==> config.mk <==
export PLATFORM = sky130hd
export DESIGN_NAME = carregador_operandos_8bits
export DESIGN_NICKNAME = d
export VERILOG_FILES = /design/src/rtl/ula_defs_pkg.sv /design/src/rtl/registrador_carga.sv /design/src/rtl/carregador_operandos_8bits.sv
export SDC_FILE = /design/constraint.sdc
export NUM_CORES = 1
export LEC_CHECK = 0
export CAP_MARGIN = 10
export CORE_MARGIN = 5
export CORE_UTILIZATION = 44
export CTS_CLUSTER_DIAMETER = 80
export DETAILED_ROUTE_END_ITERATION = 8
export GPL_ROUTABILITY_DRIVEN = 0
export PLACE_DENSITY = 0.9
export SLEW_MARGIN = 40
export SYNTH_ARGS = -nofsm -noshare
export SYNTH_HDL_FRONTEND = slang
export SYNTH_SLANG_ARGS = --single-unit
==> constraint.sdc <==
create_clock -name clk -period 1.7 [get_ports clk]
set_input_delay 0.255 -clock clk [delete_from_list [all_inputs] [get_ports clk]]
set_output_delay 0.255 -clock clk [all_outputs]
set_load 0.1 [all_outputs]
==> src/rtl/ula_defs_pkg.sv <==
// Definitions shared by the ULA operand-loading and result stages:
// FSM state encodings and the default operand width.
package ula_defs;

  localparam int LARGURA_PADRAO = 8;

  typedef enum logic [1:0] {
    ESTADO_ESPERA_A = 2'b00,
    ESTADO_ESPERA_B = 2'b01,
    ESTADO_PRONTO   = 2'b10
  } estado_t;

  // True in the states where the loader can take a word from the bus.
  function automatic logic aceita_dado(input estado_t estado);
    return (estado == ESTADO_ESPERA_A) || (estado == ESTADO_ESPERA_B);
  endfunction

endpackage

==> src/rtl/registrador_carga.sv <==
// LARGURA-bit operand register: async active-low reset, synchronous clear
// (which takes priority) and synchronous load enable.
module registrador_carga
  import ula_defs::*;
#(
  parameter int LARGURA = LARGURA_PADRAO
) (
  input  logic               clk,
  input  logic               rst_n,
  input  logic               limpar,
  input  logic               carregar,
  input  logic [LARGURA-1:0] d,
  output logic [LARGURA-1:0] q
);

  logic [LARGURA-1:0] q_reg;

  always_ff @(posedge clk or negedge rst_n) begin
    if (!rst_n) begin
      q_reg <= '0;
    end else if (limpar) begin
      q_reg <= '0;
    end else if (carregar) begin
      q_reg <= d;
    end
  end

  assign q = q_reg;

endmodule

==> src/rtl/carregador_operandos_8bits.sv <==
// Operand loader ahead of the ULA logic units: captures A then B from a
// valid/ready bus, holds the pair until consumed, and counts consumed pairs.
module carregador_operandos_8bits
  import ula_defs::*;
#(
  parameter int LARGURA = LARGURA_PADRAO
) (
  input  logic               clk,
  input  logic               rst_n,
  input  logic [LARGURA-1:0] dado_in,
  input  logic               dado_valido,
  output logic               dado_pronto,
  input  logic               cancelar,
  output logic [LARGURA-1:0] a,
  output logic [LARGURA-1:0] b,
  output logic               operandos_validos,
  input  logic               consumido,
  output logic [7:0]         contador_ops
);

  estado_t    estado_reg;
  estado_t    estado_next;
  logic       validos_reg;
  logic [7:0] contador_reg;
  logic       transferencia;
  logic       carrega_a;
  logic       carrega_b;
  logic       conta_par;

  assign dado_pronto   = aceita_dado(estado_reg);
  assign transferencia = dado_valido && dado_pronto;
  assign carrega_a     = transferencia && (estado_reg == ESTADO_ESPERA_A);
  assign carrega_b     = transferencia && (estado_reg == ESTADO_ESPERA_B);
  assign conta_par     = (estado_reg == ESTADO_PRONTO) && consumido && !cancelar;

  always_ff @(posedge clk or negedge rst_n) begin
    if (!rst_n) begin
      estado_reg <= ESTADO_ESPERA_A;
    end else begin
      estado_reg <= estado_next;
    end
  end

  // The unused 2'b11 encoding falls through to the default and recovers.
  always_comb begin
    estado_next = estado_reg;
    case (estado_reg)
      ESTADO_ESPERA_A: if (transferencia) estado_next = ESTADO_ESPERA_B;
      ESTADO_ESPERA_B: if (transferencia) estado_next = ESTADO_PRONTO;
      ESTADO_PRONTO:   if (consumido)     estado_next = ESTADO_ESPERA_A;
      default:                            estado_next = ESTADO_ESPERA_A;
    endcase
    if (cancelar) begin
      estado_next = ESTADO_ESPERA_A;
    end
  end

  // Registered copy of (next state == PRONTO), so it always tracks the state.
  always_ff @(posedge clk or negedge rst_n) begin
    if (!rst_n) begin
      validos_reg  <= 1'b0;
      contador_reg <= 8'd0;
    end else begin
      validos_reg <= (estado_next == ESTADO_PRONTO);
      if (conta_par) begin
        contador_reg <= contador_reg + 8'd1;
      end
    end
  end

  registrador_carga #(
    .LARGURA (LARGURA)
  ) u_reg_a (
    .clk      (clk),
    .rst_n    (rst_n),
    .limpar   (cancelar),
    .carregar (carrega_a),
    .d        (dado_in),
    .q        (a)
  );

  registrador_carga #(
    .LARGURA (LARGURA)
  ) u_reg_b (
    .clk      (clk),
    .rst_n    (rst_n),
    .limpar   (cancelar),
    .carregar (carrega_b),
    .d        (dado_in),
    .q        (b)
  );

  assign operandos_validos = validos_reg;
  assign contador_ops      = contador_reg;

endmodule

==> impl_metrics.xml, run 1 <==
<?xml version="1.0" encoding="UTF-8"?>
<metrics>
  <group name="outcome">
    <metric name="run_status" unit="">complete, no violations</metric>
  </group>
  <group name="global_route">
    <metric name="gr-total-overflow" unit="">0</metric>
    <metric name="grt_pass1_vias" unit="">957</metric>
    <metric name="groute.usage.overall" unit="">0.176</metric>
    <metric name="grt_pass1_wl" unit="µm">4610</metric>
    <metric name="antenna_violations_before_repair" unit="">0</metric>
    <metric name="grt_max_degree" unit="">28</metric>
  </group>
  <group name="layout">
    <metric name="multiInputGateArea" unit="µm²">437</metric>
    <metric name="final-instance-count-excl-fill" unit="">167</metric>
    <metric name="most-common-layout-cells" unit="">sky130_fd_sc_hd__buf_12 (26), sky130_fd_sc_hd__dfrtp_1 (22), sky130_fd_sc_hd__nor2_1 (17)</metric>
    <metric name="fillers" unit="">171</metric>
    <metric name="seqCellArea" unit="µm²">682</metric>
    <metric name="most_common_library_cell_in_the_layout_ignoring_fill_and_taps" unit="">sky130_fd_sc_hd__buf_12</metric>
    <metric name="ant_cells" unit="">0</metric>
    <metric name="finalNetCount" unit="">152</metric>
    <metric name="drive_gt1_frac" unit="">0.299</metric>
    <metric name="syn2layout_area_growth" unit="%">63.7</metric>
    <metric name="post-route-util" unit="">0.753</metric>
  </group>
  <group name="critical_path">
    <metric name="cp_data_arrival_time" unit="ps">1700</metric>
    <metric name="start_kind" unit="">flop</metric>
    <metric name="crit_fanout" unit="">6</metric>
    <metric name="critical_path.endpoint_type" unit="">flop</metric>
    <metric name="required_time_reported_for_the_critical_path_endpoint" unit="ps">1950</metric>
    <metric name="ff2ff_setup_slack" unit="ps">250</metric>
    <metric name="critPathKind" unit="">reg -&gt; reg</metric>
  </group>
  <group name="floorplan">
    <metric name="effective_utilization_at_floorplan" unit="">0.460</metric>
    <metric name="design.core.area" unit="mm²">0.00248</metric>
    <metric name="std_cell_rows" unit="">18</metric>
    <metric name="die_height" unit="µm">60.9</metric>
    <metric name="fp.dieArea" unit="mm²">0.00371</metric>
    <metric name="io_pins" unit="">39</metric>
    <metric name="fp.dieW" unit="µm">60.9</metric>
  </group>
  <group name="clock_network">
    <metric name="cts-root-buf" unit="">sky130_fd_sc_hd__clkbuf_4</metric>
    <metric name="cts_tree" unit="">done</metric>
    <metric name="cts_sinks" unit="">27</metric>
    <metric name="cts_buffer_depth" unit="">2</metric>
    <metric name="postCtsResizedCells" unit="">0</metric>
    <metric name="post_cts.repair.setup_buffers" unit="">0</metric>
    <metric name="clk-insertion-delay-late" unit="ps">320</metric>
    <metric name="clk_pin_slew" unit="ps">140</metric>
    <metric name="htree_levels" unit="">1</metric>
    <metric name="cts_made_buffers" unit="">3</metric>
    <metric name="cts_hold_repair.buffers" unit="">0</metric>
  </group>
  <group name="detailed_routing">
    <metric name="number_of_detailed_route_iterations_in_the_first_pass" unit="">4</metric>
    <metric name="avgViaCountPerCell" unit="">5.11</metric>
    <metric name="drtAntennaViolNets" unit="">0</metric>
    <metric name="route.vias.total" unit="">854</metric>
    <metric name="initialDrtViolationCount" unit="">19</metric>
    <metric name="wire_per_inst" unit="µm">16.7</metric>
    <metric name="drt_wl_total" unit="µm">2790</metric>
    <metric name="drc" unit="">0</metric>
  </group>
  <group name="power">
    <metric name="share_clk_of_total_power" unit="">0.155</metric>
    <metric name="power.total" unit="mW">1.75</metric>
    <metric name="cellInternalPower" unit="mW">1.05</metric>
    <metric name="power.sequential.fraction" unit="">0.437</metric>
    <metric name="vdd.ir_drop.worst" unit="mV">0.749</metric>
    <metric name="total_switching_power" unit="mW">0.702</metric>
    <metric name="p_leak" unit="nW">0.900</metric>
    <metric name="switching_share" unit="">0.400</metric>
    <metric name="power_frac_comb" unit="">0.408</metric>
    <metric name="power-per-cell-area" unit="mW/mm²">940</metric>
  </group>
  <group name="logic_synthesis">
    <metric name="synth_cell_area" unit="mm²">0.00114</metric>
    <metric name="synth.distinct_cells" unit="">20</metric>
    <metric name="yosysWarningCount" unit="">0</metric>
    <metric name="postSynthAreaPerCell" unit="µm²">12.0</metric>
    <metric name="number_of_synthesized_register_bits" unit="">27</metric>
    <metric name="yosysSeqAreaShare" unit="">0.593</metric>
    <metric name="synthesis.instances" unit="">95</metric>
    <metric name="syn_nets" unit="">109</metric>
  </group>
  <group name="sta">
    <metric name="slew_headroom" unit="">0.782</metric>
    <metric name="final_clock_skew" unit="ps">2.30</metric>
    <metric name="report.final.hold_viol_count" unit="">0</metric>
    <metric name="finalSetupViolations" unit="">0</metric>
    <metric name="max_freq" unit="GHz">0.689</metric>
    <metric name="finalMaxSlewViolations" unit="">0</metric>
    <metric name="rsz0062_at_grt" unit="">no</metric>
    <metric name="final_critical_delay_including_setup_and_external_delays" unit="ps">1450</metric>
    <metric name="worstMarginPinSlew" unit="ps">327</metric>
    <metric name="fin_setup_tns" unit="ps">0</metric>
    <metric name="period_share" unit="">0.853</metric>
  </group>
  <group name="run">
    <metric name="drv_cap" unit="">0</metric>
  </group>
  <group name="worst_hold_path">
    <metric name="kind_of_path_behind_the_tightest_hold_check" unit="">in -&gt; async</metric>
  </group>
  <group name="placed_design">
    <metric name="post-place-cells" unit="">163</metric>
    <metric name="detailedPlacementHpwl" unit="µm">2190</metric>
    <metric name="buffer_ports.inserted" unit="">38</metric>
  </group>
</metrics>
cells by family (layout without fill, tap and decap cells):
logic type               Yosys count  count (layout)  synth area share
XOR/XNOR                           8               8            0.0615
adder cells (fa/ha/maj)            1               1            0.0110
multiplexers                      16              16             0.141
AO/OA/AOI/OAI                      2               2           0.00879
flip-flops                        27              27             0.593
buffers and inverters              6              48            0.0231
AND/OR/NAND/NOR                   35              35             0.162
area by class of cell:
type,instances,area share
clock buffers,4,0.0141
well taps,30,0.0201
multi-input cells,62,0.234
flip-flops and latches,27,0.366
inverters,1,0.00201
repair buffers,43,0.364
path summary, 6_finish.rpt:
| path | end | start | cells past startpoint |
|---|---|---|---|
| min in group clk | contador_ops[4] | contador_ops[4] | 1 |
| worst min register to register | contador_ops[4] | contador_ops[4] | 1 |
| worst min-delay path | u_reg_b.q[0] | rst_n | 2 |
| worst max-delay path | contador_ops[7] | estado_reg[0] | 3 |
| worst max register to register | contador_ops[7] | estado_reg[0] | 3 |
| max in group asynchronous | contador_ops[4] | rst_n | 2 |
worst max-delay path, stage by stage, from the launching register on:
cell and delay [ps]:
sky130_fd_sc_hd__dfrtp_1 460, sky130_fd_sc_hd__nand4bb_1 370, sky130_fd_sc_hd__nor4_4 360, sky130_fd_sc_hd__xor2_1 180
power groups by stage:
stage                     Clock [mW]  Combinational [mW]  Sequential (mW)
after floorplan                    0               0.113             1.07
after global placement             0               0.705            0.773
after detailed placement           0               0.718            0.778
after CTS                      0.276               0.720            0.766
after global routing           0.305               0.740            0.774
final                          0.272               0.715            0.766
synth_stat cells (all sizes together):
cell type  instances  area, µm²
inv                1       3.75
and4bb             1       12.5
nor2              17       63.8
buf                3       15.0
nand3b             1       7.51
nand2              6       22.5
xnor2              4       35.0
xor2               4       35.0
mux2i             16        160
ha                 1       12.5
nor3b              1       7.51
nor4               1       21.3
nand4              1       6.26
nand3              2       10.0
clkbuf             2       7.51
or3                1       6.26
nand4bb            1       11.3
a21oi              2       10.0
dfrtp             27        676
nor3               3       15.0
stage by stage:
| step | area [µm²] | setup WS [ps] | hold slack (ps) |
|---|---|---|---|
| global placement | 1840 | 137 | 500 |
| global route | 1860 | 119 | 335 |
| CTS | 1860 | 238 | 326 |
| floorplan | 1140 | 65.9 | -40.6 |
| detailed placement | 1840 | 14.7 | 518 |
| finish | 1860 | 249 | 312 |
per-layer routing:
| layer | track usage | vias to the layer above | part of all wire |
|---|---|---|---|
| li1 | - | 405 | - |
| met4 | 0.111 | 0 | 0.033 |
| met3 | 0.0128 | 8 | 0.032 |
| met1 | 0.191 | 419 | 0.39 |
| met2 | 0.325 | 22 | 0.55 |
| met5 | 0 | - | 0 |
No activity file was read; power rests on OpenSTA's default activity.
==> inputs of run 2 (changes only) <==
clock period = 1.64 ns   (was 1.7 ns; I/O delays follow)
==> impl_metrics.xml, run 2 (synthesized netlist as in run 1, its figures left out) <==
<?xml version="1.0" encoding="UTF-8"?>
<metrics>
  <group name="worst_hold_path">
    <metric name="kind_of_path_behind_the_tightest_hold_check" unit="">in -&gt; async</metric>
  </group>
  <group name="layout">
    <metric name="syn2layout_area_growth" unit="%">63.7</metric>
    <metric name="most_common_library_cell_in_the_layout_ignoring_fill_and_taps" unit="">sky130_fd_sc_hd__buf_12</metric>
    <metric name="drive_gt1_frac" unit="">0.299</metric>
    <metric name="finalNetCount" unit="">152</metric>
    <metric name="final-instance-count-excl-fill" unit="">167</metric>
    <metric name="ant_cells" unit="">0</metric>
    <metric name="post-route-util" unit="">0.753</metric>
    <metric name="stdcell_area" unit="mm²">0.00186</metric>
    <metric name="fillers" unit="">165</metric>
    <metric name="most-common-layout-cells" unit="">sky130_fd_sc_hd__buf_12 (26), sky130_fd_sc_hd__dfrtp_1 (22), sky130_fd_sc_hd__nor2_1 (17)</metric>
  </group>
  <group name="power">
    <metric name="power.total" unit="mW">1.81</metric>
    <metric name="p_leak" unit="nW">0.900</metric>
    <metric name="power-per-cell-area" unit="mW/mm²">968</metric>
    <metric name="vdd.ir_drop.worst" unit="mV">0.772</metric>
  </group>
  <group name="global_route">
    <metric name="met2_demand_to_capacity_share_in_global_routing" unit="">0.318</metric>
    <metric name="top_usage_layer" unit="">met2</metric>
    <metric name="grt_pass1_wl" unit="µm">4630</metric>
    <metric name="groute.usage.overall" unit="">0.172</metric>
    <metric name="grtUsageMet1" unit="">0.199</metric>
    <metric name="antenna_violations_before_repair" unit="">0</metric>
    <metric name="grt_max_degree" unit="">28</metric>
    <metric name="gr-total-overflow" unit="">0</metric>
    <metric name="grt_pass1_vias" unit="">945</metric>
    <metric name="grt_util_met3" unit="">0.0234</metric>
  </group>
  <group name="clock_network">
    <metric name="htree_levels" unit="">1</metric>
    <metric name="cts_buffer_depth" unit="">2</metric>
    <metric name="cts-root-buf" unit="">sky130_fd_sc_hd__clkbuf_4</metric>
    <metric name="clk-insertion-delay-late" unit="ps">320</metric>
    <metric name="postCtsResizedCells" unit="">0</metric>
    <metric name="cts_made_buffers" unit="">3</metric>
    <metric name="cts_hold_repair.buffers" unit="">0</metric>
    <metric name="cts_sinks" unit="">27</metric>
    <metric name="clk_pin_slew" unit="ps">130</metric>
    <metric name="cts_tree" unit="">done</metric>
    <metric name="post_cts.repair.setup_buffers" unit="">0</metric>
  </group>
  <group name="sta">
    <metric name="worstMarginPinSlew" unit="ps">319</metric>
    <metric name="rsz0062_at_grt" unit="">no</metric>
    <metric name="max_freq" unit="GHz">0.693</metric>
    <metric name="period_share" unit="">0.880</metric>
    <metric name="report.final.hold_viol_count" unit="">0</metric>
    <metric name="finalSetupViolations" unit="">0</metric>
    <metric name="final_critical_delay_including_setup_and_external_delays" unit="ps">1440</metric>
    <metric name="finalMaxSlewViolations" unit="">0</metric>
    <metric name="final.setup.worst_slack" unit="ps">197</metric>
    <metric name="final_clock_skew" unit="ps">3.57</metric>
    <metric name="slew_headroom" unit="">0.787</metric>
  </group>
  <group name="floorplan">
    <metric name="design.core.area" unit="mm²">0.00248</metric>
    <metric name="fp.dieW" unit="µm">60.9</metric>
    <metric name="die_height" unit="µm">60.9</metric>
    <metric name="io_pins" unit="">39</metric>
    <metric name="effective_utilization_at_floorplan" unit="">0.460</metric>
    <metric name="std_cell_rows" unit="">18</metric>
    <metric name="fp.dieArea" unit="mm²">0.00371</metric>
  </group>
  <group name="detailed_routing">
    <metric name="initialDrtViolationCount" unit="">17</metric>
    <metric name="avgViaCountPerCell" unit="">5.13</metric>
    <metric name="number_of_detailed_route_iterations_in_the_first_pass" unit="">4</metric>
    <metric name="route.vias.total" unit="">856</metric>
    <metric name="wire_per_inst" unit="µm">16.4</metric>
    <metric name="drt_wl_total" unit="µm">2750</metric>
    <metric name="drc" unit="">0</metric>
    <metric name="drtAntennaViolNets" unit="">0</metric>
  </group>
  <group name="critical_path">
    <metric name="start_kind" unit="">flop</metric>
    <metric name="critPathKind" unit="">reg -&gt; reg</metric>
    <metric name="cp_data_arrival_time" unit="ps">1690</metric>
    <metric name="required_time_reported_for_the_critical_path_endpoint" unit="ps">1890</metric>
    <metric name="critical_path.endpoint_type" unit="">flop</metric>
    <metric name="crit_fanout" unit="">6</metric>
  </group>
  <group name="placed_design">
    <metric name="post_dp_cell_area" unit="mm²">0.00184</metric>
    <metric name="placement_setup_slack" unit="ps">-1.10</metric>
    <metric name="post-place-cells" unit="">163</metric>
    <metric name="detailedPlacementHpwl" unit="µm">2220</metric>
    <metric name="buffer_ports.inserted" unit="">38</metric>
  </group>
  <group name="outcome">
    <metric name="run_status" unit="">complete, no violations</metric>
  </group>
  <group name="run">
    <metric name="drv_cap" unit="">0</metric>
  </group>
</metrics>
run 2: cell counts in the layout (fill, tap and decap cells not counted):
No cell type changed its count.
run 2: worst max-delay path: stages, from the launching register on:
cell and delay [ps]:
sky130_fd_sc_hd__dfrtp_1 460, sky130_fd_sc_hd__nand4bb_1 370, sky130_fd_sc_hd__nor3_1 370, sky130_fd_sc_hd__xor2_1 180
run 2: per-layer routing:
metal / share of wire / up-vias / wire length [µm]
li1: - / 401 / -
met1: 0.39 / 428 / 1070
met2: 0.55 / 22 / 1520
met3: 0.040 / 5 / 110
met4: 0.016 / 0 / 44
met5: 0 / - / 0
run 2: path summary, 6_finish.rpt:
path	start	to	slack, ps	cells after the start
worst max-delay path	estado_reg[0]	contador_ops[5]	200	3
worst max register to register	estado_reg[0]	contador_ops[5]	200	3
min in group clk	contador_ops[3]	contador_ops[3]	540	1
worst min register to register	contador_ops[3]	contador_ops[3]	540	1
max in group asynchronous	rst_n	contador_ops[4]	1100	2
worst min-delay path	rst_n	u_reg_b.q[7]	280	2
run 2: area by class of cell:
class / count / area [µm²] / share of cell area
inverter: 1 / 3.75 / 0.00201
multi-input combinational: 62 / 437 / 0.234
timing repair buffer: 43 / 678 / 0.364
clock buffer: 4 / 26.3 / 0.0141
tap: 30 / 37.5 / 0.0201
sequential: 27 / 682 / 0.366
run 2: per-stage QoR:
stage	setup TNS (ps)	hold slack [ps]
after floorplan	0	-49.6
after global placement	0	502
after detailed placement	-1.10	527
after CTS	0	287
after global routing	0	292
final	0	278
run 2: where the power goes:
group | switching, mW | internal [mW] | total [mW]
logic | 0.466 | 0.275 | 0.740
clock network | 0.177 | 0.0953 | 0.272
registers | 0.0736 | 0.720 | 0.793
total | 0.716 | 1.09 | 1.81
